--- src/rtl/approx_adder_err_monitor.sv ---
// -----------------------------------------------------------------------------
// approx_adder_err_monitor
//
// Sits beside an approximate adder and measures its error on-chip. Each
// accepted sample is an (approx_sum, exact_sum) pair. Over a programmable
// window of samples the block accumulates:
//   - the sample count and the count of samples with a nonzero error,
//   - the sum of absolute errors (SAE),
//   - the sum of squared errors (SSE),
//   - the largest absolute error and the index of the first sample that
//     reached it.
// MSE and SNR are derived off-chip from sse / n_samples.
//
// Ports
//   Clk, Rst            clock; synchronous active-high reset
//   start, win_len      begin a window of win_len samples (0 means 1), IDLE only
//   in_valid, in_ready  sample handshake; a transfer is in_valid & in_ready
//   approx_sum          W+1 bit output of the adder under test
//   exact_sum           W+1 bit reference sum
//   done, res_ack       results final while done=1; res_ack returns to IDLE
//   n_samples, n_err    accepted samples / samples with nonzero error
//   sae, sse            saturating error sums
//   max_ae, max_idx     largest error and the 0-based index of its first hit
//   ovf                 sticky saturation flag for SAE or SSE, cleared by start
//
// Pipeline: S1 registers |approx - exact|, S2 registers its square and
// updates n_err / sae / max, S3 adds the square into sse. The FSM drains
// for two cycles after the last transfer, so done rises exactly when the
// last sample has left S3.
// -----------------------------------------------------------------------------
module approx_adder_err_monitor #(
  parameter int W     = 32,
  parameter int CNT_W = 32,
  parameter int SAE_W = 64,
  parameter int SSE_W = 96
) (
  input  logic               Clk,
  input  logic               Rst,
  input  logic               start,
  input  logic [CNT_W-1:0]   win_len,
  input  logic               in_valid,
  output logic               in_ready,
  input  logic [W:0]         approx_sum,
  input  logic [W:0]         exact_sum,
  output logic               done,
  input  logic               res_ack,
  output logic [CNT_W-1:0]   n_samples,
  output logic [CNT_W-1:0]   n_err,
  output logic [SAE_W-1:0]   sae,
  output logic [SSE_W-1:0]   sse,
  output logic [W:0]         max_ae,
  output logic [CNT_W-1:0]   max_idx,
  output logic               ovf
);

  // Width of a squared error.
  localparam int SQ_W      = 2 * W + 2;
  // Adders are one bit wider than the larger operand so a carry past the
  // accumulator width is visible and can trigger saturation. SSE_W may be
  // narrower than SQ_W, in which case a single large square saturates.
  localparam int SAE_SUM_W = ((SAE_W > (W + 1)) ? SAE_W : (W + 1)) + 1;
  localparam int SSE_SUM_W = ((SSE_W > SQ_W) ? SSE_W : SQ_W) + 1;

  typedef enum logic [1:0] {
    ST_IDLE  = 2'd0,
    ST_RUN   = 2'd1,
    ST_DRAIN = 2'd2,
    ST_DONE  = 2'd3
  } state_t;

  // Absolute difference of two unsigned sums, computed without wrap.
  function automatic logic [W:0] abs_diff(input logic [W:0] a, input logic [W:0] b);
    logic [W:0] r;
    if (a >= b) begin
      r = a - b;
    end else begin
      r = b - a;
    end
    return r;
  endfunction

  // ---------------------------------------------------------------------------
  // State and next-state signals
  // ---------------------------------------------------------------------------
  state_t             state_q,    state_d;
  logic               drain_q,    drain_d;
  logic [CNT_W-1:0]   win_len_q,  win_len_d;
  logic [CNT_W-1:0]   cnt_q,      cnt_d;
  logic               in_ready_q, in_ready_d;
  logic               done_q,     done_d;

  logic               s1_vld_q,   s1_vld_d;
  logic [W:0]         s1_ae_q,    s1_ae_d;
  logic [CNT_W-1:0]   s1_idx_q,   s1_idx_d;

  logic               s2_vld_q,   s2_vld_d;
  logic [SQ_W-1:0]    s2_sq_q,    s2_sq_d;

  logic [CNT_W-1:0]   n_err_q,    n_err_d;
  logic [SAE_W-1:0]   sae_q,      sae_d;
  logic [SSE_W-1:0]   sse_q,      sse_d;
  logic [W:0]         max_ae_q,   max_ae_d;
  logic [CNT_W-1:0]   max_idx_q,  max_idx_d;
  logic               ovf_q,      ovf_d;

  logic               xfer_s;
  logic               last_s;
  logic               start_s;
  logic [SAE_SUM_W-1:0] sae_sum_s;
  logic [SSE_SUM_W-1:0] sse_sum_s;
  logic               sae_sat_s;
  logic               sse_sat_s;

  // Handshake decode; in_ready_q is high exactly while the FSM is in RUN.
  always_comb begin
    xfer_s  = in_valid & in_ready_q;
    last_s  = xfer_s && ((cnt_q + {{(CNT_W-1){1'b0}}, 1'b1}) == win_len_q);
    start_s = start && (state_q == ST_IDLE);
  end

  // Saturating accumulator sums for the S2 (SAE) and S3 (SSE) stages.
  always_comb begin
    sae_sum_s = SAE_SUM_W'(sae_q) + SAE_SUM_W'(s1_ae_q);
    sse_sum_s = SSE_SUM_W'(sse_q) + SSE_SUM_W'(s2_sq_q);
    sae_sat_s = |sae_sum_s[SAE_SUM_W-1:SAE_W];
    sse_sat_s = |sse_sum_s[SSE_SUM_W-1:SSE_W];
  end

  // FSM next state: IDLE -> RUN -> DRAIN (two cycles) -> DONE -> IDLE.
  always_comb begin
    state_d   = state_q;
    drain_d   = drain_q;
    win_len_d = win_len_q;
    case (state_q)
      ST_IDLE: begin
        if (start) begin
          state_d = ST_RUN;
          if (win_len == {CNT_W{1'b0}}) begin
            win_len_d = {{(CNT_W-1){1'b0}}, 1'b1};
          end else begin
            win_len_d = win_len;
          end
        end else begin
          state_d = ST_IDLE;
        end
      end
      ST_RUN: begin
        if (last_s) begin
          state_d = ST_DRAIN;
          drain_d = 1'b0;
        end else begin
          state_d = ST_RUN;
        end
      end
      ST_DRAIN: begin
        // Second DRAIN cycle is the one in which S3 absorbs the last sample.
        if (drain_q) begin
          state_d = ST_DONE;
          drain_d = 1'b0;
        end else begin
          drain_d = 1'b1;
        end
      end
      ST_DONE: begin
        if (res_ack) begin
          state_d = ST_IDLE;
        end else begin
          state_d = ST_DONE;
        end
      end
      default: begin
        state_d = ST_IDLE;
        drain_d = 1'b0;
      end
    endcase
    in_ready_d = (state_d == ST_RUN);
    done_d     = (state_d == ST_DONE);
  end

  // Datapath next state: S1 capture, S2 count/SAE/max update, S3 SSE update.
  always_comb begin
    cnt_d     = cnt_q;
    s1_vld_d  = xfer_s;
    s1_ae_d   = s1_ae_q;
    s1_idx_d  = s1_idx_q;
    s2_vld_d  = s1_vld_q;
    s2_sq_d   = s2_sq_q;
    n_err_d   = n_err_q;
    sae_d     = sae_q;
    sse_d     = sse_q;
    max_ae_d  = max_ae_q;
    max_idx_d = max_idx_q;
    ovf_d     = ovf_q;

    // S1: capture the absolute error and the sample's window index.
    if (xfer_s) begin
      s1_ae_d  = abs_diff(approx_sum, exact_sum);
      s1_idx_d = cnt_q;
      cnt_d    = cnt_q + {{(CNT_W-1){1'b0}}, 1'b1};
    end else begin
      cnt_d    = cnt_q;
    end

    // S2: square, error count, SAE and first-reached maximum.
    if (s1_vld_q) begin
      s2_sq_d = SQ_W'(s1_ae_q) * SQ_W'(s1_ae_q);
      if (s1_ae_q != {(W+1){1'b0}}) begin
        n_err_d = n_err_q + {{(CNT_W-1){1'b0}}, 1'b1};
      end else begin
        n_err_d = n_err_q;
      end
      if (sae_sat_s) begin
        sae_d = {SAE_W{1'b1}};
        ovf_d = 1'b1;
      end else begin
        sae_d = sae_sum_s[SAE_W-1:0];
      end
      // Strict compare: a tie keeps the earlier index.
      if (s1_ae_q > max_ae_q) begin
        max_ae_d  = s1_ae_q;
        max_idx_d = s1_idx_q;
      end else begin
        max_ae_d  = max_ae_q;
      end
    end else begin
      s2_sq_d = s2_sq_q;
    end

    // S3: accumulate the squared error. ovf_d may already be set by S2.
    if (s2_vld_q) begin
      if (sse_sat_s) begin
        sse_d = {SSE_W{1'b1}};
        ovf_d = 1'b1;
      end else begin
        sse_d = sse_sum_s[SSE_W-1:0];
      end
    end else begin
      sse_d = sse_q;
    end

    // A taken start clears the previous window's results. The pipeline is
    // empty in IDLE, so nothing above is active in the same cycle.
    if (start_s) begin
      cnt_d     = {CNT_W{1'b0}};
      n_err_d   = {CNT_W{1'b0}};
      sae_d     = {SAE_W{1'b0}};
      sse_d     = {SSE_W{1'b0}};
      max_ae_d  = {(W+1){1'b0}};
      max_idx_d = {CNT_W{1'b0}};
      ovf_d     = 1'b0;
    end else begin
      ovf_d     = ovf_d;
    end
  end

  // State register; Rst aborts any window and flushes the pipeline.
  always_ff @(posedge Clk) begin
    if (Rst) begin
      state_q    <= ST_IDLE;
      drain_q    <= 1'b0;
      win_len_q  <= {CNT_W{1'b0}};
      cnt_q      <= {CNT_W{1'b0}};
      in_ready_q <= 1'b0;
      done_q     <= 1'b0;
      s1_vld_q   <= 1'b0;
      s1_ae_q    <= {(W+1){1'b0}};
      s1_idx_q   <= {CNT_W{1'b0}};
      s2_vld_q   <= 1'b0;
      s2_sq_q    <= {SQ_W{1'b0}};
      n_err_q    <= {CNT_W{1'b0}};
      sae_q      <= {SAE_W{1'b0}};
      sse_q      <= {SSE_W{1'b0}};
      max_ae_q   <= {(W+1){1'b0}};
      max_idx_q  <= {CNT_W{1'b0}};
      ovf_q      <= 1'b0;
    end else begin
      state_q    <= state_d;
      drain_q    <= drain_d;
      win_len_q  <= win_len_d;
      cnt_q      <= cnt_d;
      in_ready_q <= in_ready_d;
      done_q     <= done_d;
      s1_vld_q   <= s1_vld_d;
      s1_ae_q    <= s1_ae_d;
      s1_idx_q   <= s1_idx_d;
      s2_vld_q   <= s2_vld_d;
      s2_sq_q    <= s2_sq_d;
      n_err_q    <= n_err_d;
      sae_q      <= sae_d;
      sse_q      <= sse_d;
      max_ae_q   <= max_ae_d;
      max_idx_q  <= max_idx_d;
      ovf_q      <= ovf_d;
    end
  end

  assign in_ready  = in_ready_q;
  assign done      = done_q;
  assign n_samples = cnt_q;
  assign n_err     = n_err_q;
  assign sae       = sae_q;
  assign sse       = sse_q;
  assign max_ae    = max_ae_q;
  assign max_idx   = max_idx_q;
  assign ovf       = ovf_q;

endmodule

--- config.mk ---
export PLATFORM = sky130hd
export DESIGN_NAME = approx_adder_err_monitor
export DESIGN_NICKNAME = d
export VERILOG_FILES = /design/src/rtl/approx_adder_err_monitor.sv
export SDC_FILE = /design/constraint.sdc
export NUM_CORES = 2
export LEC_CHECK = 0
export ABC_CLOCK_PERIOD_IN_PS = 14640
export BUFFER_PORTS_ARGS = -buffer_cell sky130_fd_sc_hd__buf_4
export CORE_ASPECT_RATIO = 1.75
export CORE_UTILIZATION = 55
export CTS_BUF_LIST = sky130_fd_sc_hd__clkbuf_8
export CTS_CLUSTER_SIZE = 40
export DETAILED_ROUTE_END_ITERATION = 12
export GPL_ROUTABILITY_DRIVEN = 0
export PLACE_DENSITY = 0.8
export SYNTH_ARGS = -nofsm -noshare
export SYNTH_HDL_FRONTEND = slang
export SYNTH_SLANG_ARGS = --single-unit
--- constraint.sdc ---
create_clock -name Clk -period 14.64 [get_ports Clk]
set_input_delay 2.928 -clock Clk [delete_from_list [all_inputs] [get_ports Clk]]
set_output_delay 2.928 -clock Clk [all_outputs]
set_load 0.005 [all_outputs]
# Word-level counts from Yosys, hierarchy flattened
# Index checks and enable logic that the tools add are counted.
# totals
input_bits,103
regBits,460
wordCells,61
out_inout_bits,292
# op_classes
mux,16
eq_ne,7
bitwise_logic,1
n_lt_le_gt_ge,2
n_mul,1
n_addsub,6
reduce_logical,11
# ops
operator,count
adder 96 x 66 -> 97 bit,1
two-way mux 96 bit,1
multiplier 33 x 33 -> 66 bit,1
subtractor 33 bit,2
adder 64 x 33 -> 65 bit,1
adder 32 x 1 -> 32 bit (second input constant),2
two-way mux 64 bit,1
greater-or-equal comparator 33 bit,1
greater-than comparator 33 bit,1
two-way mux 33 bit,1
nonzero test 33 bit,1
== test 32 bit,1
logical NOT 32 bit,1
two-way mux 32 bit,1
case mux 2 bit (4 select lines),1
AND reduction 2 bit,4
two-way mux 1 bit,7
== test 2 bit (second input constant),3
two-way mux 2 bit,3
== test 2 x 1 -> 1 bit (second input constant),2
logical AND 1 bit,2
logical NOT 2 bit,1
inequality test 2 bit (second input constant),1
case mux 1 bit (2 select lines),1
other kinds (3),3

# Depth between registers and ports, before layout
# logic_depth
ltp_word,6
mapped_depth,31
depth_no_buf,29

# Least setup slack after synthesis
# Ideal clock, no wire load.
# synth_timing
path_type,flip-flop to flip-flop
from,register s1_ae_q[28]
to,register s2_sq_q[61]
synth_period_minus_slack_ps,8016
setup_ps,63
required_ps,14577
setup_slack_ps,6624
n_path_buf,4
arrival_ps,7953
stages_incl_launch_ff,30
cell_sequence,dfxtp_1 > clkbuf_1 > clkbuf_1 > clkbuf_1 > nand2_1 > fa_1 > inv_1 > fa_1 > fa_1 > inv_1 > fa_1 > inv_1 > fa_1 > fa_1 > fa_1 > inv_1 > fa_1 > inv_1 > ha_1 > clkbuf_1 > o211a_1 > a221oi_2 > o21ai_1 > a311o_1 > a2111oi_2 > o31ai_2 > a21oi_2 > nor2_1 > or4_1 > nand3_1
# synth_via
elab_chain_cells,1
# synth_rtl
item,line,source
"start, declared",93,"logic [W:0] s1_ae_q, s1_ae_d;"
"start signal, assigned",266,s1_ae_q <= {(W+1){1'b0}};
multiplier 33 x 33 -> 66 bit,206,s2_sq_d = SQ_W'(s1_ae_q) * SQ_W'(s1_ae_q);
"end signal, assigned",269,s2_sq_q <= {SQ_W{1'b0}};
"end signal, assigned",287,s2_sq_q <= s2_sq_d;
"end, declared",97,"logic [SQ_W-1:0] s2_sq_q, s2_sq_d;"
# Every way passes these cells.
# A chain may end at the register's enable or synchronous reset.

# Worst setup path in the final report
# layout_timing
from,register s1_ae_q[16]
to,register s2_sq_q[47]
# Same word-level chain as after synthesis.

==> impl_metrics.ini <==
[synthesis]
ys_async_sr_fraction = 0
ys_ff_latch = 459
synth_area_per_cell_um2 = 8.41
synthMostInstantiatedCell = inv_1
syn_inst = 7065
synth_flop_cell = dfxtp_1
yosys.area.top_type_share = 0.291
ys_types = 93
synthTopCellsByArea = fa_1, dfxtp_1, ha_1
synth_nets = 8496
synth-edff-count = 0
netlist.top_cell.by_area = fa_1
ys.warnings.count = 0
seq_area_frac_synth = 0.155
synth_common_cells = inv_1, fa_1, nand2_1, ha_1, dfxtp_1
syn_area_mm2 = 0.0594

[timing]
period_needed_ps = 9520
whs_ps = 458
slew_violations = 0
max_freq_ghz = 0.105
rsz0062_at_grt = no
finalSetupTns_ps = 0
min_period_over_period = 0.650
fin_skew_ps = 57.4
worst_pin_slew_ps = 1230
setup_viol = 0
slew_headroom = 0.182
hold_viol_final = 0

[routing]
ant_nets = 0
drt-met1-wl_um = 60600
wl_met3_um = 17900
wl_met2_um = 95900
wl_um = 197000
viasPerCell = 6.10
drt_iter0_markers = 3738
dr.pass1.iters = 9
highest-signal-layer = met5
drc = 0
vias = 52600
wl_per_cell_um = 22.8

[power]
power_mw = 3.79
ir_drop_uv = 92.3
power.density_mw_per_mm2 = 58.8
p_leak_nw = 32.4

[clocking]
cts_htree_levels = 3
clkTransAtPathRegs_ps = 80
cts_setup_buffers = 0
cts-resized-gates = 0
cts_tree = built
hold_buffers = 0
cts_buffers = 66
clock_latency_ps = 780
clock_sinks = 459
clockRootBuffer = clkbuf_8
clockBufferDepth = 3

[layout]
n_fill_cell = 9002
area_growth_pct = 8.61
layout.nets = 8642
drive_gt1_frac = 0.0849

[critical_path]
crit_arrival_ps = 10170
worstSetupEndpointType = flip-flop
worst-path-buf-inv = 6
path_common_cell = fa_1
cpMaxStageDelayCell = a21oi_1
max_stage_delay_ps = 760
required_ps = 15290
critPathLaunchType = flip-flop
path_max_fanout = 19
worstSetupPathType = flip-flop to flip-flop
critical-path-top-delay-family = adder cells

[floorplan]
start_util = 0.554
die_w_um = 251
core_region_area_mm2 = 0.107
die_h_um = 437
placementRows = 159
num_io_pins = 395
die_area_mm2 = 0.109

[run_status]
status = completed

[placed_design]
port_buffers = 394
hpwl_um = 153000

[grt]
grt_overflow = 0
grt_pass1_vias = 55600
antenna_found_initial = 3
grt_first_pass_wirelength_um = 302000
grtUsageTotal = 0.359
grt_max_degree = 107

[worst_hold_path]
hold_class = flip-flop to flip-flop

[job]
cap_violations = 0
[layout make-up]
type / count / area [um^2] / share of cell area
clock inverters: 34 / 292 / 0.00452
well taps: 1368 / 1710 / 0.0265
multi-input cells: 4945 / 44000 / 0.681
clock buffers: 82 / 1130 / 0.0175
repair buffers: 457 / 3430 / 0.0531
flip-flops and latches: 459 / 9200 / 0.142
diodes: 8 / 20.0 / 0.000310
inverters: 1282 / 4810 / 0.0745
[per-layer routing]
| layer | up-vias | global-route usage |
|---|---|---|
| met5 | - | 0 |
| met1 | 25400 | 0.340 |
| li1 | 23200 | - |
| met3 | 1213 | 0.102 |
| met2 | 2868 | 0.618 |
| met4 | 2 | 0.344 |
[worst min-delay path: cells and delay by family, from the launching register on]
family | cells | cell delay [ps]
AND/OR/NAND/NOR | 1 | 50
flip-flops | 1 | 310
AO/OA/AOI/OAI | 1 | 50
[layout by cell type (no fill, tap or decap), types with 12 or more instances in the layout]
cell,instances
nor2b_1,35
inv_1,1287
a21o_1,142
a211oi_1,46
and3_1,56
a221oi_1,12
dfxtp_1,457
o31ai_1,29
mux2i_1,56
or3_1,36
o21bai_1,50
nor2_1,325
nand4_1,98
xor2_1,122
clkbuf_8,82
o21a_1,28
and2_1,239
fa_1,863
o21ai_0,309
nand2_1,696
a31oi_1,77
nor3_1,81
o211ai_1,20
a22o_1,32
nor4_1,41
nand3_1,163
and4_1,21
a21oi_1,449
o22ai_1,13
buf_4,457
ha_1,465
o21ai_1,34
nand2b_1,24
xnor2_1,182
[report_power, final]
part | switching, mW | internal (mW)
Sequential | 0.0357 | 1.27
Combinational | 0.877 | 0.458
Clock | 0.578 | 0.572
[flip-flops by register name, indices dropped and copies added (netlist names)]
signal,cells
n_samples,32
s1_vld_q,1
state_q,2
in_ready,1
done,1
sae,64
s1_ae_q,33
max_idx,32
n_err,32
win_len_q,32
s1_idx_q,32
s2_sq_q,65
ovf,1
sse,96
s2_vld_q,1
drain_q,1
max_ae,33
[final timing paths]
check                from           end  cells past startpoint  slack, ps
min          s1_idx_q[22]  s1_idx_q[22]                      2        460
min reg2reg  s1_idx_q[22]  s1_idx_q[22]                      2        460
max reg2reg   s1_ae_q[16]   s2_sq_q[47]                     26       5120
max           s1_ae_q[16]   s2_sq_q[47]                     26       5120
[metrics by stage]
step	utilization	setup WS [ps]	instance area, um^2	instances
floorplan	-	6620	59400	7065
global placement	0.589	5490	63100	8511
detailed placement	0.589	5330	63100	8511
CTS	0.602	5280	64500	8627
global route	0.602	4840	64500	8628
finish	0.602	5120	64600	8635
[cells by family after synthesis]
group           share of synthesized area
fa+ha+maj                           0.388
xor+xnor                           0.0448
simple gates                        0.152
flops                               0.155
mux                                0.0108
compound gates                      0.143
buf+inv                             0.106
Note: power is estimated with default switching activity, not from simulation.
